===== src/rtl/sdram_line_reader.sv =====
// sdram_line_reader: single 4 x 16-bit line buffer serving client word reads from SDRAM controller bursts
module sdram_line_reader #(
  parameter int ACK_WAIT   = 6,
  parameter int RD_LOW_MIN = 2
) (
  input  logic        clk,
  input  logic        nRESET,
  input  logic        cl_rd,
  input  logic [23:0] cl_addr,
  input  logic        cl_inval,
  output logic [15:0] cl_data,
  output logic        cl_valid,
  output logic        cl_busy,
  output logic [24:0] sd_addr,
  output logic        sd_rd,
  output logic        sd_we,
  input  logic [63:0] sd_dout,
  input  logic        sd_ready_first,
  input  logic        sd_ready_fourth
);
  localparam int AW = $clog2(ACK_WAIT + 1);
  localparam int LW = $clog2(RD_LOW_MIN + 1);
  localparam logic [AW-1:0] ACK_LAST = AW'(ACK_WAIT - 1);
  localparam logic [LW-1:0] LOW_SAT = LW'(RD_LOW_MIN);
  typedef enum logic [2:0] {IDLE, RD_GAP, ISSUE, WAIT_ACK, WAIT_DATA, FILL} state_t;
  state_t state;
  logic line_valid, fwd_done, inval_pend, hit;
  logic [21:0] tag;
  logic [1:0] idx;
  logic [63:0] line;
  logic [AW-1:0] ack_cnt;
  logic [LW-1:0] low_cnt;
  function automatic logic [15:0] word_of(input logic [63:0] l, input logic [1:0] k);
    logic [63:0] s;
    s = l >> {~k, 4'd0};
    return s[15:0];
  endfunction
  assign sd_we = 1'b0;
  assign hit = line_valid && !cl_inval && (cl_addr[23:2] == tag);
  always_ff @(posedge clk or negedge nRESET)
    if (!nRESET) begin
      state      <= IDLE;
      line_valid <= 1'b0;
      fwd_done   <= 1'b0;
      inval_pend <= 1'b0;
      tag        <= '0;
      idx        <= '0;
      line       <= '0;
      cl_data    <= '0;
      cl_valid   <= 1'b0;
      cl_busy    <= 1'b0;
      sd_rd      <= 1'b0;
      sd_addr    <= '0;
      ack_cnt    <= '0;
      low_cnt    <= LOW_SAT;
    end else begin
      cl_valid <= 1'b0;
      low_cnt  <= sd_rd ? '0 : (low_cnt == LOW_SAT ? low_cnt : low_cnt + 1'b1);
      if (cl_busy && cl_inval) inval_pend <= 1'b1;
      case (state)
        IDLE: begin
          if (cl_inval) line_valid <= 1'b0;
          if (cl_rd && hit) begin
            cl_data  <= word_of(line, cl_addr[1:0]);
            cl_valid <= 1'b1;
          end else if (cl_rd) begin
            tag        <= cl_addr[23:2];
            idx        <= cl_addr[1:0];
            cl_busy    <= 1'b1;
            fwd_done   <= 1'b0;
            inval_pend <= 1'b0;
            state      <= RD_GAP;
          end
        end
        // the controller only reacts to a rising edge, so sd_rd must sit low long enough first
        RD_GAP: if (low_cnt == LOW_SAT) state <= ISSUE;
        ISSUE: begin
          sd_addr <= {tag, 3'b000};
          sd_rd   <= 1'b1;
          ack_cnt <= '0;
          state   <= WAIT_ACK;
        end
        // ready_fourth that never drops means the controller reused its last burst for this address
        WAIT_ACK:
          if (!sd_ready_fourth) state <= WAIT_DATA;
          else if (ack_cnt == ACK_LAST) state <= FILL;
          else ack_cnt <= ack_cnt + 1'b1;
        WAIT_DATA: begin
          if (sd_ready_first && idx == 2'd0 && !fwd_done) begin
            cl_data  <= sd_dout[63:48];
            cl_valid <= 1'b1;
            fwd_done <= 1'b1;
          end
          if (sd_ready_fourth) state <= FILL;
        end
        FILL: begin
          line       <= sd_dout;
          line_valid <= ~(inval_pend | cl_inval);
          inval_pend <= 1'b0;
          sd_rd      <= 1'b0;
          cl_busy    <= 1'b0;
          fwd_done   <= 1'b0;
          state      <= IDLE;
          if (!fwd_done) begin
            cl_data  <= word_of(sd_dout, idx);
            cl_valid <= 1'b1;
          end
        end
        default: state <= IDLE;
      endcase
    end
endmodule


===== config.mk =====
export PLATFORM = sky130hd
export DESIGN_NAME = sdram_line_reader
export DESIGN_NICKNAME = d
export VERILOG_FILES = /design/src/rtl/sdram_line_reader.sv
export SDC_FILE = /design/constraint.sdc
export NUM_CORES = 1
export LEC_CHECK = 0
export ABC_AREA = 1
export BUFFER_PORTS_ARGS = -buffer_cell sky130_fd_sc_hd__buf_2
export CAP_MARGIN = 10
export CORE_MARGIN = 2
export CORE_UTILIZATION = 29
export CTS_CLUSTER_DIAMETER = 150
export DETAILED_ROUTE_END_ITERATION = 8
export SYNTH_ARGS = -nofsm -noshare
export SYNTH_HDL_FRONTEND = slang
export SYNTH_SLANG_ARGS = --single-unit
export TNS_END_PERCENT = 10

===== constraint.sdc =====
create_clock -name clk -period 4 [get_ports clk]
set_input_delay 0.4 -clock clk [delete_from_list [all_inputs] [get_ports clk]]
set_output_delay 0.4 -clock clk [all_outputs]
set_load 0.1 [all_outputs]

==> results of run 1 <==
-- layer usage --
layer  global-route usage  vias to the layer above
met1                0.248                     3041
met2                0.238                      212
met5                    0                        -
li1                     -                     3268
met3               0.0390                       19
met4               0.0495                        0
-- logic make-up after synthesis --
| kind of cell | count (synthesis) | share of synthesized area |
|---|---|---|
| AND/OR/NAND/NOR | 502 | 0.291 |
| AO/OA/AOI/OAI | 159 | 0.122 |
| buffers and inverters | 149 | 0.0855 |
| flip-flops | 140 | 0.495 |
| adder cells (fa/ha/maj) | 3 | 0.00530 |
| XOR/XNOR | 1 | 0.00124 |
| other | 1 | 0.000529 |
-- flip-flops by register name (all words and copies together), names as in the netlist --
register and flops:
low_cnt 2, sd_addr 22, fwd_done 1, inval_pend 1, cl_valid 1, state 3
ack_cnt 3, sd_rd 1, cl_busy 1, idx 2, tag 22, line 64
cl_data 16, line_valid 1
-- Yosys cell counts, drive strengths merged (2+ instances only) --
| cell type | n | area, um2 |
|---|---|---|
| inv | 92 | 345 |
| nor2 | 23 | 91.3 |
| buf | 23 | 133 |
| nor3 | 4 | 30.0 |
| dfrtp | 139 | 3480 |
| nand2 | 360 | 1360 |
| clkbuf | 33 | 124 |
| o21ai | 105 | 526 |
| nand3 | 112 | 566 |
| a21oi | 33 | 180 |
| o21a | 2 | 15.0 |
| o211ai | 16 | 120 |
| ha | 3 | 37.5 |
| nand4 | 2 | 12.5 |
-- area by class of cell --
class	count	share of cell area
flip-flops and latches	140	0.406
multi-input cells	669	0.346
repair buffers	144	0.0870
clock buffers	19	0.0513
well taps	324	0.0469
inverters	93	0.0404
clock inverters	12	0.0226
diodes	1	0.000290
-- path summary, 6_finish.rpt --
kind | from | slack [ps] | end | cells past startpoint
worst min register to register | sd_rd | 420 | low_cnt[1] | 1
worst max-delay path | state[1] | 1890 | cl_data[12] | 8
max in group asynchronous | nRESET | 3020 | cl_data[14] | 2
worst max register to register | state[1] | 1890 | cl_data[12] | 8
min in group clk | sd_dout[43] | 190 | line[43] | 3
worst min-delay path | nRESET | 60 | sd_addr[9] | 1
-- power by group through the flow --
stage	combinational [W]	sequential (W)	clock [W]
floorplan	0.00151	0.00350	0
global placement	0.00327	0.00244	0
detailed placement	0.00331	0.00245	0
CTS	0.00331	0.00244	0.00175
global route	0.00365	0.00253	0.00182
finish	0.00331	0.00244	0.00172
-- worst reg2reg max path: cells and delay by family (launching register included) --
family,cells,cell delay [ps]
compound gates,1,140
flops,1,440
simple gates,4,470
buf+inv,3,990
-- through the flow --
step                      setup slack (ps)  hold slack (ps)  utilization  cells  total power (W)
after floorplan                       2470              104            -    958          0.00501
after global placement                1870              410        0.331   1370          0.00570
after detailed placement              1880              420        0.331   1370          0.00575
after CTS                             1930              108        0.357   1401          0.00750
after global routing                  1720              138        0.357   1401          0.00800
final                                 1890             64.1        0.357   1402          0.00747
==> qor.txt, run 1 <==
===========================================================================================
Result of the run                                                                 completed
Placer's final routability congestion estimate                                        0.820
Register bit total from synthesis                                                       140
Seq pwr share                                                                         0.327
Period utilisation layout                                                             0.526
Number of warning messages in the yosys log                                               0
Final Instance Area                                                                8640 um2
Number of enable flip-flop cells after synthesis                                          0
Vias                                                                                  6,540
Total grt overflow                                                                        0
Top routing layer in use                                                               met4
Most used flip-flop cell after synthesis                                       sky130_fd_sc_hd__dfrtp_1
Source-to-sink clock delay at the later pin of the worst-skew pair                   420 ps
Total number of placement rows                                                           57
Startpoint type of the worst setup path                                           flip-flop
Post-route clock skew                                                               9.94 ps
Fraction of power consumed by combinational cells                                     0.443
Hold bufs inserted after CTS                                                              0
Final period demand of the worst path                                               2110 ps
Clock Root Buffer                                                              sky130_fd_sc_hd__clkbuf_16
Footprint of the flip-flops and latches                                            3510 um2
Vias per cell                                                                          4.66
Share of layout cells above drive strength 1                                          0.175
Routed wire length on met3                                                          1.37 mm
Number of antenna violations at the first check in global routing                         1
Total power density per cell area                                                865 nW/um2
Detailed-router iteration count before antenna repair                                     5
Cells after Synth                                                                       955
Count of endpoints failing setup in the final report                                      0
CP endpoint kind                                                                  flip-flop
Cell area after technology mapping                                                 7090 um2
Nets                                                                                  1,162
Critical path type                                                             flip-flop to flip-flop
Detailed placer's ending HPWL                                                       14.3 mm
Unrepaired setup endpoints after global routing                                          no
Peak VDD IR                                                                        0.310 mV
Final WL                                                                            20.9 mm
Resize count post-CTS                                                                     0
Maximum level of the CTS H-tree                                                           4
Overall fraction of global-route tracks in use                                        0.166
Area after detailed placement                                                      8000 um2
Die extent in x                                                                      160 um
Multi-input combinational cell area                                                2990 um2
Switching power of the nets                                                       0.00349 W
Async set-reset flop share out of synthesis                                            1.00
TritonCTS clock tree                                                                  built
DRT met1 WL                                                                         10.2 mm
Fraction of the yosys area taken by sequential cells                                  0.495
Leading cell type in the layout, fill and taps excluded                        sky130_fd_sc_hd__nand2_1
Final count of hold timing violations                                                     0
Detailed-route wire length per cell                                                 14.9 um
Design internal power                                                             0.00398 W
Number of routed nets with antenna violations                                             0
Sinks on Clock Net                                                                      140
Wire length of the first global-routing pass                                        33.5 mm
Switching part of the total power                                                     0.468
Number of design-rule violations left by the first detailed-router iteration            621
Number of I/O port buffers                                                              134
Cell type group with the largest total delay on the critical path              buffers and inverters
Worst slew pin tran                                                                  920 ps
Class of the worst hold path                                                   input port to asynchronous set/reset pin
Number of buffers inserted to repair setup after CTS                                      0
I/O pin cnt                                                                             139
Initial standard-cell utilization of the core                                         0.293
Clock share of power                                                                  0.231
Crit path buffers/inverters                                                               3
Data arrival time at the worst-slack endpoint                                       2460 ps
Static Leakage                                                                      4.49 nW
Max-cap violations                                                                        0
Max-slew headroom                                                                     0.387
Buffers from clock root to sink, at most                                                  2
Crit path max fanout                                                                     35
Number of fill cells in the layout                                                    2,541
Critical path's largest stage delay                                                  470 ps
WL met2                                                                             9.08 mm
Area overhead of the layout relative to synthesis                                     21.9%
Final TNS setup                                                                        0 ps
Post-detailed-route DRC marker count                                                      0
Largest net degree at the start of global routing                                        96
TritonCTS Buffers                                                                        17
Overall die area                                                                 25,700 um2
Mean area per synthesized cell                                                     7.42 um2
Number of global-route vias before repair                                             6,045
Most frequent cells in the layout                                              sky130_fd_sc_hd__nand2_1 (358), sky130_fd_sc_hd__dfrtp_1 (138), sky130_fd_sc_hd__buf_2 (133)
Die Y                                                                                160 um
Achievable frequency                                                                475 MHz
Max-slew violation count                                                                  0
Critical-path top delay cell                                                   sky130_fd_sc_hd__buf_4
Chain of cells forming the critical path                                       inv_2 > nand3_2 > inv_2 > buf_4 > nand3_1 > o211ai_1 > nand3_1 > nand2_1
CTS clock-pin slew for the worst setup and hold paths                                 60 ps
Required time worst endpoint                                                        4350 ps
Floorplan core area                                                              24,200 um2
Cell variety after synth                                                                 31
===========================================================================================
Note: power is estimated with default switching activity, not from simulation.
==> run 2: changes to the inputs <==
--- a/config.mk
+++ b/config.mk
@@ -5,7 +5,7 @@
 export SDC_FILE = /design/constraint.sdc
 export NUM_CORES = 1
 export LEC_CHECK = 0
-export ABC_AREA = 1
+export ABC_AREA = 0
 export BUFFER_PORTS_ARGS = -buffer_cell sky130_fd_sc_hd__buf_2
 export CAP_MARGIN = 10
 export CORE_MARGIN = 2
==> constraint.sdc (replaced) <==
create_clock -name clk -period 1.8 [get_ports clk]
set_input_delay 0.18 -clock clk [delete_from_list [all_inputs] [get_ports clk]]
set_output_delay 0.18 -clock clk [all_outputs]
set_load 0.1 [all_outputs]
==> qor.txt, run 2 <==
===========================================================================================
Final worst setup slack                                                             -370 ps   -2260 ps
Cells after Synth                                                                       470   -51%
Max reg flops                                                                            64   unchanged
TritonCTS Buffers                                                                        17   unchanged
CTS clock-pin slew for the worst setup and hold paths                                 60 ps   about the same
Detailed-router iteration count before antenna repair                                     4   -1
Worst slew pin tran                                                                  520 ps   -400 ps
Detailed placer's ending HPWL                                                       11.1 mm   -23%
Fraction of the yosys area taken by sequential cells                                  0.516   +0.0214
Largest net degree at the start of global routing                                        44   -54%
Area after detailed placement                                                      8210 um2   +2.6%
Post-detailed-route DRC marker count                                                      0   unchanged
CP endpoint kind                                                                  flip-flop
Cell variety after synth                                                                 44   +42%
Vias                                                                                  4,553   -30%
Max-slew violation count                                                                  0   unchanged
Post-route clock skew                                                               10.3 ps   +0.404 ps
Number of warning messages in the yosys log                                               0   unchanged
Die Y                                                                                157 um   -2.0%
Critical path type                                                             flip-flop to flip-flop
Violations in the final reports                                                setup timing
Dpl cells                                                                               940   -31%
Unrepaired setup endpoints after global routing                                         yes
Max-cap violations                                                                        0   unchanged
Buffers from clock root to sink, at most                                                  2   unchanged
Max-slew headroom                                                                     0.656   +0.269
Number of I/O port buffers                                                              134   unchanged
Total number of placement rows                                                           55   -3.5%
Share of layout cells above drive strength 1                                          0.561   +0.386
Initial standard-cell utilization of the core                                         0.297   +0.00419
Final period demand of the worst path                                               2170 ps   +64.3 ps
Detailed-route wire length per cell                                                 16.0 um   +7.2%
Dominant cell by count in the synthesized netlist                              sky130_fd_sc_hd__dfrtp_1
Number of global-route vias before repair                                             4,809   -20%
Overall fraction of global-route tracks in use                                        0.136   -0.0300
Static Leakage                                                                      4.20 nW   -6.6%
Number of routed nets with antenna violations                                             0   unchanged
Critical path's most frequent cell                                             sky130_fd_sc_hd__buf_6
Cell area after technology mapping                                                 6790 um2   -4.1%
Vias per cell                                                                          4.52   -3.1%
I/O pin cnt                                                                             139   unchanged
Nets                                                                                    776   -33%
DP Worst Slack                                                                      -434 ps   -2310 ps
Number of antenna violations at the first check in global routing                         6   +5
Number of enable flip-flop cells after synthesis                                          0   unchanged
Cell taking the most area after synthesis                                      sky130_fd_sc_hd__dfrtp_1
Crit path max fanout                                                                      9   -74%
Cells taking the most area after synthesis                                     sky130_fd_sc_hd__dfrtp_1 (51%), sky130_fd_sc_hd__mux2_2 (19%), sky130_fd_sc_hd__mux4_2 (11%), sky130_fd_sc_hd__xor2_1 (2.7%), sky130_fd_sc_hd__mux2i_1 (2.4%)
Cell type group with the largest total delay on the critical path              buffers and inverters
Clock Root Buffer                                                              sky130_fd_sc_hd__clkbuf_16
Final Instance Area                                                                9240 um2   +7.0%
Period utilisation layout                                                              1.21   +0.679
Wire length of the first global-routing pass                                        25.8 mm   -23%
Startpoint type of the worst setup path                                           flip-flop
Sinks on Clock Net                                                                      140   unchanged
Number of standard cells in the layout, taps in and fillers out                       1,007   -28%
Most used flip-flop cell after synthesis                                       sky130_fd_sc_hd__dfrtp_1
Final WL                                                                            16.1 mm   -23%
Register bit total from synthesis                                                       140   unchanged
Area overhead of the layout relative to synthesis                                     36.1%
Area fraction of the dominant cell type after synthesis                               0.512   +0.0213
Most common library cells after synthesis                                      sky130_fd_sc_hd__dfrtp_1 (139), sky130_fd_sc_hd__mux2_2 (117), sky130_fd_sc_hd__mux4_2 (32), sky130_fd_sc_hd__o21ai_0 (22)
Crit path buffers/inverters                                                               4   +1
Critical path's largest stage delay                                                  390 ps   -80 ps
Final count of hold timing violations                                                     0   unchanged
Most frequent cells in the layout                                              sky130_fd_sc_hd__dfrtp_1 (139), sky130_fd_sc_hd__buf_2 (133), sky130_fd_sc_hd__mux2_2 (117)
Overall die area                                                                 24,700 um2   -4.1%
Class of the worst hold path                                                   input port to flip-flop
Number of fill cells in the layout                                                    2,199   -13%
Total power density per cell area                                               2000 nW/um2   +130%
Die extent in x                                                                      157 um   -2.0%
Required time worst endpoint                                                        2100 ps   -2250 ps
Result of the run                                                              complete, but fails checks
TritonCTS clock tree                                                                  built
Achievable frequency                                                                461 MHz   -3.0%
Maximum level of the CTS H-tree                                                           4   unchanged
Count of endpoints failing setup in the final report                                     44   +44
Peak VDD IR                                                                         1.33 mV   +330%
Leading cell type in the layout, fill and taps excluded                        sky130_fd_sc_hd__dfrtp_1
Mean area per synthesized cell                                                     14.5 um2   +95%
Critical-path top delay cell                                                   sky130_fd_sc_hd__dfrtp_1
Async set-reset flop share out of synthesis                                            1.00   unchanged
Chain of cells forming the critical path                                       xor2_1 > nor4_2 > buf_4 > nand4_1 > buf_6 > o31ai_4 > buf_6 > buf_12 > mux2_2
Total grt overflow                                                                        0   unchanged
Floorplan core area                                                              22,800 um2   -5.5%
Source-to-sink clock delay at the later pin of the worst-skew pair                   410 ps   about the same
Largest Register                                                                       line
Placer's final routability congestion estimate                                        0.719   -12%
Worst hold margin                                                                   27.1 ps   -37.0 ps
Number of design-rule violations left by the first detailed-router iteration            139   -78%
Biggest regs                                                                   line (64), sd_addr (22), tag (22)
Data arrival time at the worst-slack endpoint                                       2470 ps   about the same
===========================================================================================
-- run 2: logic make-up (layout without fill, tap and decap cells) --
group                    after synthesis  after routing  synth area share
AO/OA/AOI/OAI                         42             42            0.0389
XOR/XNOR                              24             24            0.0310
adder cells (fa/ha/maj)                3              3           0.00553
buffers and inverters                 37            256            0.0282
flip-flops                           140            140             0.516
multiplexers                         174            174             0.344
other                                  1              6          0.000552
AND/OR/NAND/NOR                       49             49            0.0363
-- run 2: repair_timing --
| action | CTS | global route |
|---|---|---|
| hold buffers | 30 | 0 |
| gates resized for setup | 1 | 3 |
| endpoints found under the hold margin | 64 | 0 |
| pin swaps | 0 | 1 |
| gates cloned | 0 | 1 |
| setup endpoints to repair | 45 | 45 |
| setup buffers | 0 | 2 |
-- run 2: power by group --
group          total [W]  switching [W]  internal [W]
clock            0.00397        0.00136       0.00261
combinational    0.00901        0.00551       0.00349
sequential       0.00554       0.000820       0.00472
total             0.0185        0.00769        0.0108
-- run 2: layer usage --
metal | up-vias | global-route usage | wire (um)
met1 | 2264 | 0.177 | 7420
met2 | 118 | 0.214 | 7350
met3 | 14 | 0.0523 | 1160
met4 | 6 | 0.0338 | 138
met5 | - | 0 | 29
li1 | 2151 | - | -
-- run 2: stage by stage --
stage	utilization	total power, W	setup TNS [ps]
global route	0.404	0.0196	-17470
detailed placement	0.359	0.0146	-15930
floorplan	-	0.0124	-6470
finish	0.405	0.0185	-12640
global placement	0.359	0.0145	-15960
CTS	0.402	0.0187	-16600
-- run 2: worst paths after layout --
kind | start | to | slack [ps] | depth (start not counted)
worst max-delay path | tag[3] | cl_data[7] | -370 | 9
worst min-delay path | cl_addr[15] | tag[13] | 30 | 2
worst max register to register | tag[3] | cl_data[7] | -370 | 9
worst min register to register | sd_rd | low_cnt[1] | 440 | 1
max in group asynchronous | nRESET | low_cnt[1] | 960 | 3
min in group asynchronous | nRESET | tag[16] | 250 | 2
-- run 2: cell type report --
| type | count | area, um2 | share of cell area |
|---|---|---|---|
| sequential | 140 | 3500 | 0.379 |
| multi-input combinational | 296 | 3130 | 0.338 |
| timing repair buffer | 219 | 1530 | 0.165 |
| clock buffer | 22 | 484 | 0.0524 |
| tap | 313 | 392 | 0.0424 |
| clock inverter | 10 | 185 | 0.0200 |
| inverter | 5 | 18.8 | 0.00203 |
| antenna | 2 | 5.00 | 0.000541 |
